**config.mk**
```make
export PLATFORM = sky130hd
export DESIGN_NAME = spi_reg_bank
export DESIGN_NICKNAME = d
export VERILOG_FILES = /design/src/rtl/spi_reg_bank_pkg.sv /design/src/rtl/spi_reg_bank_sync_edge.sv /design/src/rtl/spi_reg_bank.sv
export SDC_FILE = /design/constraint.sdc
export NUM_CORES = 1
export LEC_CHECK = 0
export CAP_MARGIN = 30
export CORE_MARGIN = 3
export CORE_UTILIZATION = 61
export CTS_BUF_LIST = sky130_fd_sc_hd__clkbuf_8
export CTS_CLUSTER_SIZE = 40
export DETAILED_ROUTE_END_ITERATION = 8
export PLACE_DENSITY = 0.95
export RECOVER_POWER = 100
export SYNTH_ARGS = -nofsm -noshare
export SYNTH_HDL_FRONTEND = slang
export SYNTH_SLANG_ARGS = --single-unit
```
**constraint.sdc**
```tcl
create_clock -name clk -period 3.9 [get_ports clk]
set_clock_uncertainty 0.15 [all_clocks]
set_input_delay 0.39 -clock clk [delete_from_list [all_inputs] [get_ports clk]]
set_output_delay 0.39 -clock clk [all_outputs]
set_load 0.005 [all_outputs]
```
**src/rtl/spi_reg_bank_pkg.sv**
```systemverilog
// Shared definitions for the SPI register bank: FSM encodings, frame
// direction bit values and the frame-length helper.
package spi_reg_bank_pkg;

   typedef logic [1:0] state_t;

   localparam logic [1:0] ST_IDLE = 2'd0;
   localparam logic [1:0] ST_CMD  = 2'd1;
   localparam logic [1:0] ST_DATA = 2'd2;

   localparam logic RW_WRITE = 1'b1;
   localparam logic RW_READ  = 1'b0;

   function automatic int unsigned frame_w(input int unsigned addr_w, input int unsigned data_w);
      return 1 + addr_w + data_w;
   endfunction

endpackage

```
**src/rtl/spi_reg_bank_sync_edge.sv**
```systemverilog
// Multi-flop synchroniser for one asynchronous SPI pin, with a history flop
// giving single-cycle rise/fall pulses in the clk_sys domain.
module spi_sync_edge #(
   parameter int unsigned STAGES  = 2,
   parameter logic        RST_VAL = 1'b0
) (
   input  logic clk,
   input  logic rst_n,
   input  logic din,
   output logic level,
   output logic rise,
   output logic fall
);

   logic [STAGES-1:0] sync_q;
   logic              hist_q;

   always_ff @(posedge clk or negedge rst_n) begin
      if (!rst_n) begin
         sync_q <= {STAGES{RST_VAL}};
         hist_q <= RST_VAL;
      end else begin
         sync_q <= {sync_q[STAGES-2:0], din};
         hist_q <= sync_q[STAGES-1];
      end
   end

   assign level = sync_q[STAGES-1];
   assign rise  = level & ~hist_q;
   assign fall  = ~level & hist_q;

endmodule

```
**src/rtl/spi_reg_bank.sv**
```systemverilog
// SPI mode-0 register-file peripheral: oversampled SPI pins, command/data
// framing FSM, write commit on chip-select release and CIPO readback.
//
// state   | meaning
// IDLE    | waiting for chip select to fall
// CMD     | shifting rw + address bits
// DATA    | shifting data bits; driving CIPO for reads
module spi_reg_bank
   import spi_reg_bank_pkg::*;
#(
   parameter int unsigned NUM_REGS    = 5,
   parameter int unsigned DATA_W      = 8,
   parameter int unsigned ADDR_W      = 7,
   parameter int unsigned SYNC_STAGES = 2
) (
   input  logic                         clk,
   input  logic                         rst_n,
   input  logic                         sclk,
   input  logic                         ncs,
   input  logic                         copi,
   output logic                         cipo,
   output logic                         cipo_oe,
   output logic [NUM_REGS*DATA_W-1:0]   regs_out,
   output logic                         wr_pulse,
   output logic [ADDR_W-1:0]            wr_addr,
   output logic                         frame_err
);

   localparam int unsigned FRAME_W = frame_w(ADDR_W, DATA_W);
   localparam int unsigned CNT_W   = $clog2(FRAME_W + 2);
   localparam logic [CNT_W-1:0] CNT_FRAME    = CNT_W'(FRAME_W);
   localparam logic [CNT_W-1:0] CNT_SAT      = CNT_W'(FRAME_W + 1);
   localparam logic [CNT_W-1:0] CNT_CMD_LAST = CNT_W'(ADDR_W);

   logic sclk_lvl, sclk_rise, sclk_fall;
   logic ncs_lvl, ncs_rise, ncs_fall;
   logic copi_s, copi_rise, copi_fall;
   logic unused_sync;

   spi_sync_edge #(.STAGES(SYNC_STAGES), .RST_VAL(1'b0)) u_sync_sclk (
      .clk(clk), .rst_n(rst_n), .din(sclk),
      .level(sclk_lvl), .rise(sclk_rise), .fall(sclk_fall));

   // Chip select idles high, so a frame already in progress at reset release
   // still shows up as a falling edge.
   spi_sync_edge #(.STAGES(SYNC_STAGES), .RST_VAL(1'b1)) u_sync_ncs (
      .clk(clk), .rst_n(rst_n), .din(ncs),
      .level(ncs_lvl), .rise(ncs_rise), .fall(ncs_fall));

   spi_sync_edge #(.STAGES(SYNC_STAGES), .RST_VAL(1'b0)) u_sync_copi (
      .clk(clk), .rst_n(rst_n), .din(copi),
      .level(copi_s), .rise(copi_rise), .fall(copi_fall));

   assign unused_sync = sclk_lvl ^ ncs_lvl ^ copi_rise ^ copi_fall;

   logic [1:0]                  state_q;
   logic [CNT_W-1:0]            bit_cnt_q;
   logic [FRAME_W-1:0]          shift_q;
   logic [DATA_W-1:0]           shadow_q;
   logic [NUM_REGS*DATA_W-1:0]  regs_q;
   logic                        cipo_q, cipo_oe_q, wr_pulse_q, frame_err_q;
   logic [ADDR_W-1:0]           wr_addr_q;

   logic                frame_rw;
   logic [ADDR_W-1:0]   frame_addr;
   logic [DATA_W-1:0]   frame_data;
   logic                frame_in_range;
   logic [ADDR_W:0]     cmd_next;
   logic [DATA_W-1:0]   rd_sel;
   logic                commit, bad_len;

   assign frame_rw       = shift_q[FRAME_W-1];
   assign frame_addr     = shift_q[FRAME_W-2 -: ADDR_W];
   assign frame_data     = shift_q[DATA_W-1:0];
   assign frame_in_range = 32'(frame_addr) < NUM_REGS;
   assign cmd_next       = {shift_q[ADDR_W-1:0], copi_s};

   assign commit  = ncs_rise && (frame_rw == RW_WRITE) && (bit_cnt_q == CNT_FRAME) && frame_in_range;
   assign bad_len = ncs_rise && (bit_cnt_q != CNT_FRAME) && (bit_cnt_q != '0);

   // Unimplemented addresses read as zero.
   always_comb begin
      rd_sel = '0;
      for (int i = 0; i < NUM_REGS; i++) begin
         if (32'(cmd_next[ADDR_W-1:0]) == i) rd_sel = regs_q[i*DATA_W +: DATA_W];
      end
   end

   always_ff @(posedge clk or negedge rst_n) begin
      if (!rst_n) begin
         state_q     <= ST_IDLE;
         bit_cnt_q   <= '0;
         shift_q     <= '0;
         shadow_q    <= '0;
         regs_q      <= '0;
         cipo_q      <= 1'b0;
         cipo_oe_q   <= 1'b0;
         wr_pulse_q  <= 1'b0;
         wr_addr_q   <= '0;
         frame_err_q <= 1'b0;
      end else begin
         wr_pulse_q  <= commit;
         frame_err_q <= bad_len;
         if (commit) begin
            wr_addr_q <= frame_addr;
            for (int i = 0; i < NUM_REGS; i++) begin
               if (32'(frame_addr) == i) regs_q[i*DATA_W +: DATA_W] <= frame_data;
            end
         end

         // A chip-select release pre-empts any SCLK edge seen in the same cycle.
         if (ncs_rise) begin
            state_q   <= ST_IDLE;
            bit_cnt_q <= '0;
            cipo_q    <= 1'b0;
            cipo_oe_q <= 1'b0;
         end else begin
            case (state_q)
               ST_IDLE: begin
                  if (ncs_fall) begin
                     state_q   <= ST_CMD;
                     bit_cnt_q <= '0;
                  end
               end
               ST_CMD: begin
                  if (sclk_rise) begin
                     shift_q   <= {shift_q[FRAME_W-2:0], copi_s};
                     bit_cnt_q <= bit_cnt_q + 1'b1;
                     if (bit_cnt_q == CNT_CMD_LAST) begin
                        state_q   <= ST_DATA;
                        cipo_oe_q <= (cmd_next[ADDR_W] == RW_READ);
                        shadow_q  <= (cmd_next[ADDR_W] == RW_READ) ? rd_sel : '0;
                     end
                  end
               end
               ST_DATA: begin
                  if (sclk_rise) begin
                     shift_q <= {shift_q[FRAME_W-2:0], copi_s};
                     if (bit_cnt_q != CNT_SAT) bit_cnt_q <= bit_cnt_q + 1'b1;
                  end
                  if (sclk_fall && cipo_oe_q) begin
                     cipo_q   <= shadow_q[DATA_W-1];
                     shadow_q <= {shadow_q[DATA_W-2:0], 1'b0};
                  end
               end
               default: state_q <= ST_IDLE;
            endcase
         end
      end
   end

   assign cipo      = cipo_q;
   assign cipo_oe   = cipo_oe_q;
   assign regs_out  = regs_q;
   assign wr_pulse  = wr_pulse_q;
   assign wr_addr   = wr_addr_q;
   assign frame_err = frame_err_q;

endmodule

```
* Word level (Yosys, flattened, before mapping)
Cells that the tools add are included.
Word-level totals: register bits 90, latch bits 0, memory bits (writable) 0, ROM bits 0, input port bits 5, output and inout port bits 51, word-level logic and storage cells 111, memories kept 0
Cells by class: add/subtract/negate cells 1, multipliers 0, divide/modulo/power cells 0, magnitude comparators 1, equal/unequal tests 23, shifts and indexed selects 0, multiplexer cells 28, bitwise logic cells 10, reduce and logical (&&, ||, !) cells 29
Operators with widths (number):
- two-way mux 8 bit | 9
- equality test 7 x 2 -> 1 bit, second input constant | 4
- two-way mux 5 bit | 5
- one-hot mux 8 bit (2 select lines) | 1
- != test 3 bit, second input constant | 5
- one-hot mux 5 bit (3 select lines) | 1
- equality test 7 x 1 -> 1 bit, second input constant | 2
- equality test 7 x 3 -> 1 bit, second input constant | 2
- logical NOT 7 bit | 2
- AND reduction 2 bit | 6
- nonzero test 2 bit | 6
- != test 5 bit, second input constant | 2
- AND reduction 5 bit | 2
- two-way mux 2 bit | 4
- != test 2 bit, second input constant | 4
- < comparator 7 x 3 -> 1 bit, second input constant | 1
- two-way mux 1 bit | 7
- logical AND 1 bit | 6
- NOT 1 bit | 6
- one-hot mux 2 bit (3 select lines) | 1
- AND reduction 3 bit | 2
- adder 5 x 1 -> 5 bit, second input constant | 1
- equality test 5 x 3 -> 1 bit, second input constant | 1
- equality test 5 bit, second input constant | 1
- other kinds (8) | 11

* Depth between registers and ports, before layout
depth in word-level cells 10, mapped depth 8, depth with buffers taken out 6

* By module
A second synthesis with hierarchy kept.
Unflattened totals: cells, all modules 323, area total of the unflattened synthesis 4097.7 µm²
Modules (own cells, without submodules):
- spi_reg_bank | times used 1, cells an instance 308, area each 3823.7 µm², sequential area each 2052.0 µm²
- spi_sync_edge (u_sync_copi ...) | times used 2, cells an instance 5, area each 90.1 µm², sequential area each 75.1 µm²
- spi_sync_edge (u_sync_ncs) | times used 1, cells an instance 5, area each 93.8 µm², sequential area each 78.8 µm²

* Worst setup path before layout
No wires, ideal clock.
path type flip-flop to flip-flop, start point register u_sync_ncs.hist_q, end point register shift_q[10], setup time 125 ps, data arrival time 2061 ps, required time 3625 ps, path slack 1564 ps, cell stages (with the launch flop) 7, path buffers 1, period minus slack after synthesis 2336 ps, cells stage by stage dfstp_2 inv_1 ha_1 nand2b_1 nor2_1 clkbuf_1 mux2_2
On the way: cells in the longest elaborated chain, start to end 4
Ends and longest elaborated chain:
- start: declaration | RTL line spi_reg_bank_sync_edge.sv:16 | logic hist_q;
- start signal: assignment | RTL line spi_reg_bank_sync_edge.sv:24 | hist_q <= sync_q[STAGES-1];
- NOT 1 bit | RTL line spi_reg_bank_sync_edge.sv:29 | assign rise = level & ~hist_q;
- bitwise AND 1 bit | RTL line spi_reg_bank_sync_edge.sv:29
- NOT 1 bit (no line)
- AND reduction 3 bit (no line)
- end signal: assignment | RTL line spi_reg_bank.sv:127 | shift_q <= {shift_q[FRAME_W-2:0], copi_s};
- end signal: assignment | RTL line spi_reg_bank.sv:138 | shift_q <= {shift_q[FRAME_W-2:0], copi_s};
- end: declaration | RTL line spi_reg_bank.sv:58 | logic [FRAME_W-1:0] shift_q;
Every way passes these cells. A chain may end at the register's enable or synchronous reset.

==> flow_summary.toml <==
[run_status]
status = "complete, but fails checks"
violations = "max-capacitance violations, max-slew violations"

[critical_path]
worstPathCellList = "dlygate4sd3_1 > clkbuf_1 > clkbuf_2"
crit_arrival_ns = 2.97
setup.worst_path.end_class = "async pin"
path_class = "in -> async"
required_ns = 3.87
crit_buf_inv = 3
crit_family = "buffers and inverters"
crit_path_max_incr_delay_ns = 1.44
startpoint_type = "input pin"
cp_slowest_cell = "clkbuf_2"
crit_path_max_fanout = 77

[global_route]
overflow = 0
antenna_found_initial = 0
grt_pass1_wl_um = 15900
grt_max_degree = 78
grt_usage_pct = 27.8
grt_pass1_vias = 2994

[sta]
tightest_slew_ns = 1.84
rsz0062_at_grt = "no"
holdWs_ns = 0.209
period_share_pct = 76.9
fin_crit_ns = 3.00
finalHoldViolations = 0
setup_viol_count_final = 0
drv_slew = 78
slew_headroom_pct = -22.6
max_freq_mhz = 333
fin_tns_setup_ns = 0

[yosys]
synthesis.nets = 324
syn-cell-area_um2 = 4060
synth-edff-count = 0
ys_dominant_reg_cell = "dfrtp_1"
avgSynthCellArea_um2 = 13.0
synthCells = 312
synth_cell_type_count = 52
yosysSeqAreaShare_pct = 55.5
ys_warn_count = 0
synth-seq-cells = 90
async_reset_ff_share_pct = 100

[drt]
wl_um = 9940
ant_nets = 0
wl_per_cell_um = 22.1
drtIter0Drc = 277
dr_total_vias = 2922
vias_per_cell = 6.49
drc = 0
dr.pass1.iters = 4

[floorplan]
rows = 29
die_h_um = 87.6
die-area_um2 = 7680
start_util_pct = 63.6
die_w_um = 87.6
top_level_ports = 56
core_region_area_um2 = 6390

[clock_network]
clock-sinks = 90
cts_max_path_buffers = 2
clk_pin_slew_ns = 0.09
cts_tree = "yes"
numCtsBuffers = 9
htreeDepth = 3
root_buffer = "clkbuf_8"
clk_latency_ns = 0.36

[min_path]
worstHoldPathType = "reg -> reg"

[pwr]
p_leak_nw = 2.44
vdd_ir_drop_max_v = 0.000396
p_per_area_nw_per_um2 = 441

[final_layout]
drive_above_1_share_pct = 23.6
diodes = 0
final_nets = 380
syn2layout_area_growth_pct = 19.8

[place]
dp_hpwl_um = 6520
gp_congestion = 0.840
io_buffers = 55

[run]
cap_viol_max_count = 1
-- through the flow --
stage                     setup slack, ns  instance area, um^2  std cells  utilization [%]  total power [mW]
final                               0.900                 4870        450             76.2              2.15
after global routing                0.498                 4870        450             76.2              2.24
after CTS                            1.07                 4900        450             76.8              2.15
after detailed placement             1.21                 4670        433             73.1              1.44
after global placement               1.40                 4640        432             72.7              1.41
after floorplan                      1.56                 4060        312                -              1.33
-- final cells by class --
type | count | area [um^2]
inverter | 9 | 33.8
tap | 77 | 96.3
clock buffer | 9 | 124
sequential | 90 | 2260
multi-input combinational | 200 | 1690
clock inverter | 7 | 101
timing repair buffer | 58 | 563
fill | 367 | 1520
-- placed cells by master (no fill, tap or decap), types with 2 or more instances in the layout --
cell           instances
nand3b_1               2
nor3_1                 4
nor3b_1                3
dfstp_2                2
a211oi_1               6
dfrtp_1               87
and2_0                 5
o21a_1                 3
o22a_2                 6
a21oi_1                3
a221o_2                6
nor2_1                10
nand2_1               11
nor2b_1                2
a41oi_1                2
or4_1                  3
dlygate4sd3_1         55
ha_1                   7
nand2b_1               4
mux2_2                53
bufinv_16              2
nand3_1                7
inv_1                  9
clkbuf_8               9
o21ai_0               15
clkbuf_1               2
mux2_1                 3
mux2i_1               19
a31oi_1                3
-- where the power goes --
part           switching [mW]  total [mW]  internal [mW]
clock network           0.343       0.710          0.367
logic                   0.230       0.363          0.133
registers              0.0986        1.08          0.977
-- synth_stat cells (2+ instances only) --
| library cell | count | share of area, % |
|---|---|---|
| dfrtp_1 | 87 | 54 |
| mux2_2 | 55 | 15 |
| mux2i_1 | 19 | 4.7 |
| o21ai_0 | 15 | 1.8 |
| nand2_1 | 11 | 1.0 |
| nor2_1 | 10 | 0.92 |
| inv_1 | 9 | 0.83 |
| ha_1 | 7 | 2.2 |
| nand3_1 | 7 | 0.86 |
| a211oi_1 | 6 | 1.1 |
| a221o_2 | 6 | 1.7 |
| and2_1 | 6 | 0.92 |
| clkbuf_1 | 6 | 0.55 |
| o22a_2 | 6 | 1.5 |
| nand2b_1 | 4 | 0.62 |
| nor3_1 | 4 | 0.49 |
| a21oi_1 | 3 | 0.37 |
| a31oi_1 | 3 | 0.46 |
| buf_2 | 3 | 0.37 |
| dfstp_2 | 3 | 1.9 |
| nor3b_1 | 3 | 0.55 |
| o21a_1 | 3 | 0.55 |
| or4_1 | 3 | 0.55 |
| a41oi_1 | 2 | 0.43 |
| buf_6 | 2 | 0.55 |
| nand3b_1 | 2 | 0.37 |
| nor2b_1 | 2 | 0.31 |
-- kinds of logic (layout without fill, tap and decap cells) --
group	count (synthesis)	in the layout	share of synthesized area (%)
compound gates	53	53	9.79
fa+ha+maj	7	7	2.16
buf+inv	22	83	2.62
flops	90	90	55.5
mux	75	75	20.2
simple gates	65	65	9.70
-- worst paths after layout --
check | slack, ns | endpoint | startpoint | cells after the start
setup / recovery | 0.90 | regs_out[37]$_DFFE_PN0P_ | rst_n | 3
min in group asynchronous | 0.44 | wr_pulse$_DFF_PN0_ | rst_n | 2
max in group clk | 1.03 | regs_out[1]$_DFFE_PN0P_ | u_sync_ncs.sync_q[1]$_DFF_PN1_ | 5
hold / removal | 0.21 | u_sync_copi.sync_q[1]$_DFF_PN0_ | u_sync_copi.sync_q[0]$_DFF_PN0_ | 0
hold reg to reg | 0.21 | u_sync_copi.sync_q[1]$_DFF_PN0_ | u_sync_copi.sync_q[0]$_DFF_PN0_ | 0
setup reg to reg | 1.03 | regs_out[1]$_DFFE_PN0P_ | u_sync_ncs.sync_q[1]$_DFF_PN1_ | 5
-- sequential cells by signal, indices dropped and copies added (netlist names) --
name and count:
frame_err 1, wr_pulse 1, regs_out 40, cipo 1
shift_q 16, cipo_oe 1, shadow_q 8, bit_cnt_q 5
state_q 2, u_sync_ncs.hist_q 1, u_sync_ncs.sync_q 2, u_sync_copi.sync_q 2
u_sync_sclk.sync_q 2, u_sync_sclk.hist_q 1, wr_addr 7
-- layer usage --
metal,GRT usage [%],part of all wire (%),vias to the layer above
met5,0,0,-
met4,11.3,3.0,0
met3,6.49,5.6,32
met2,43.8,50,130
met1,37.6,41,1488
li1,-,-,1272
-- timing repair --
action | in CTS | in global routing
resized for setup | 0 | 0
endpoints found under the hold margin | 13 | 0
hold buffers | 1 | 0
setup endpoints to repair | 0 | 0
buffers inserted | 0 | 0
No activity file was read; power rests on OpenSTA's default activity.
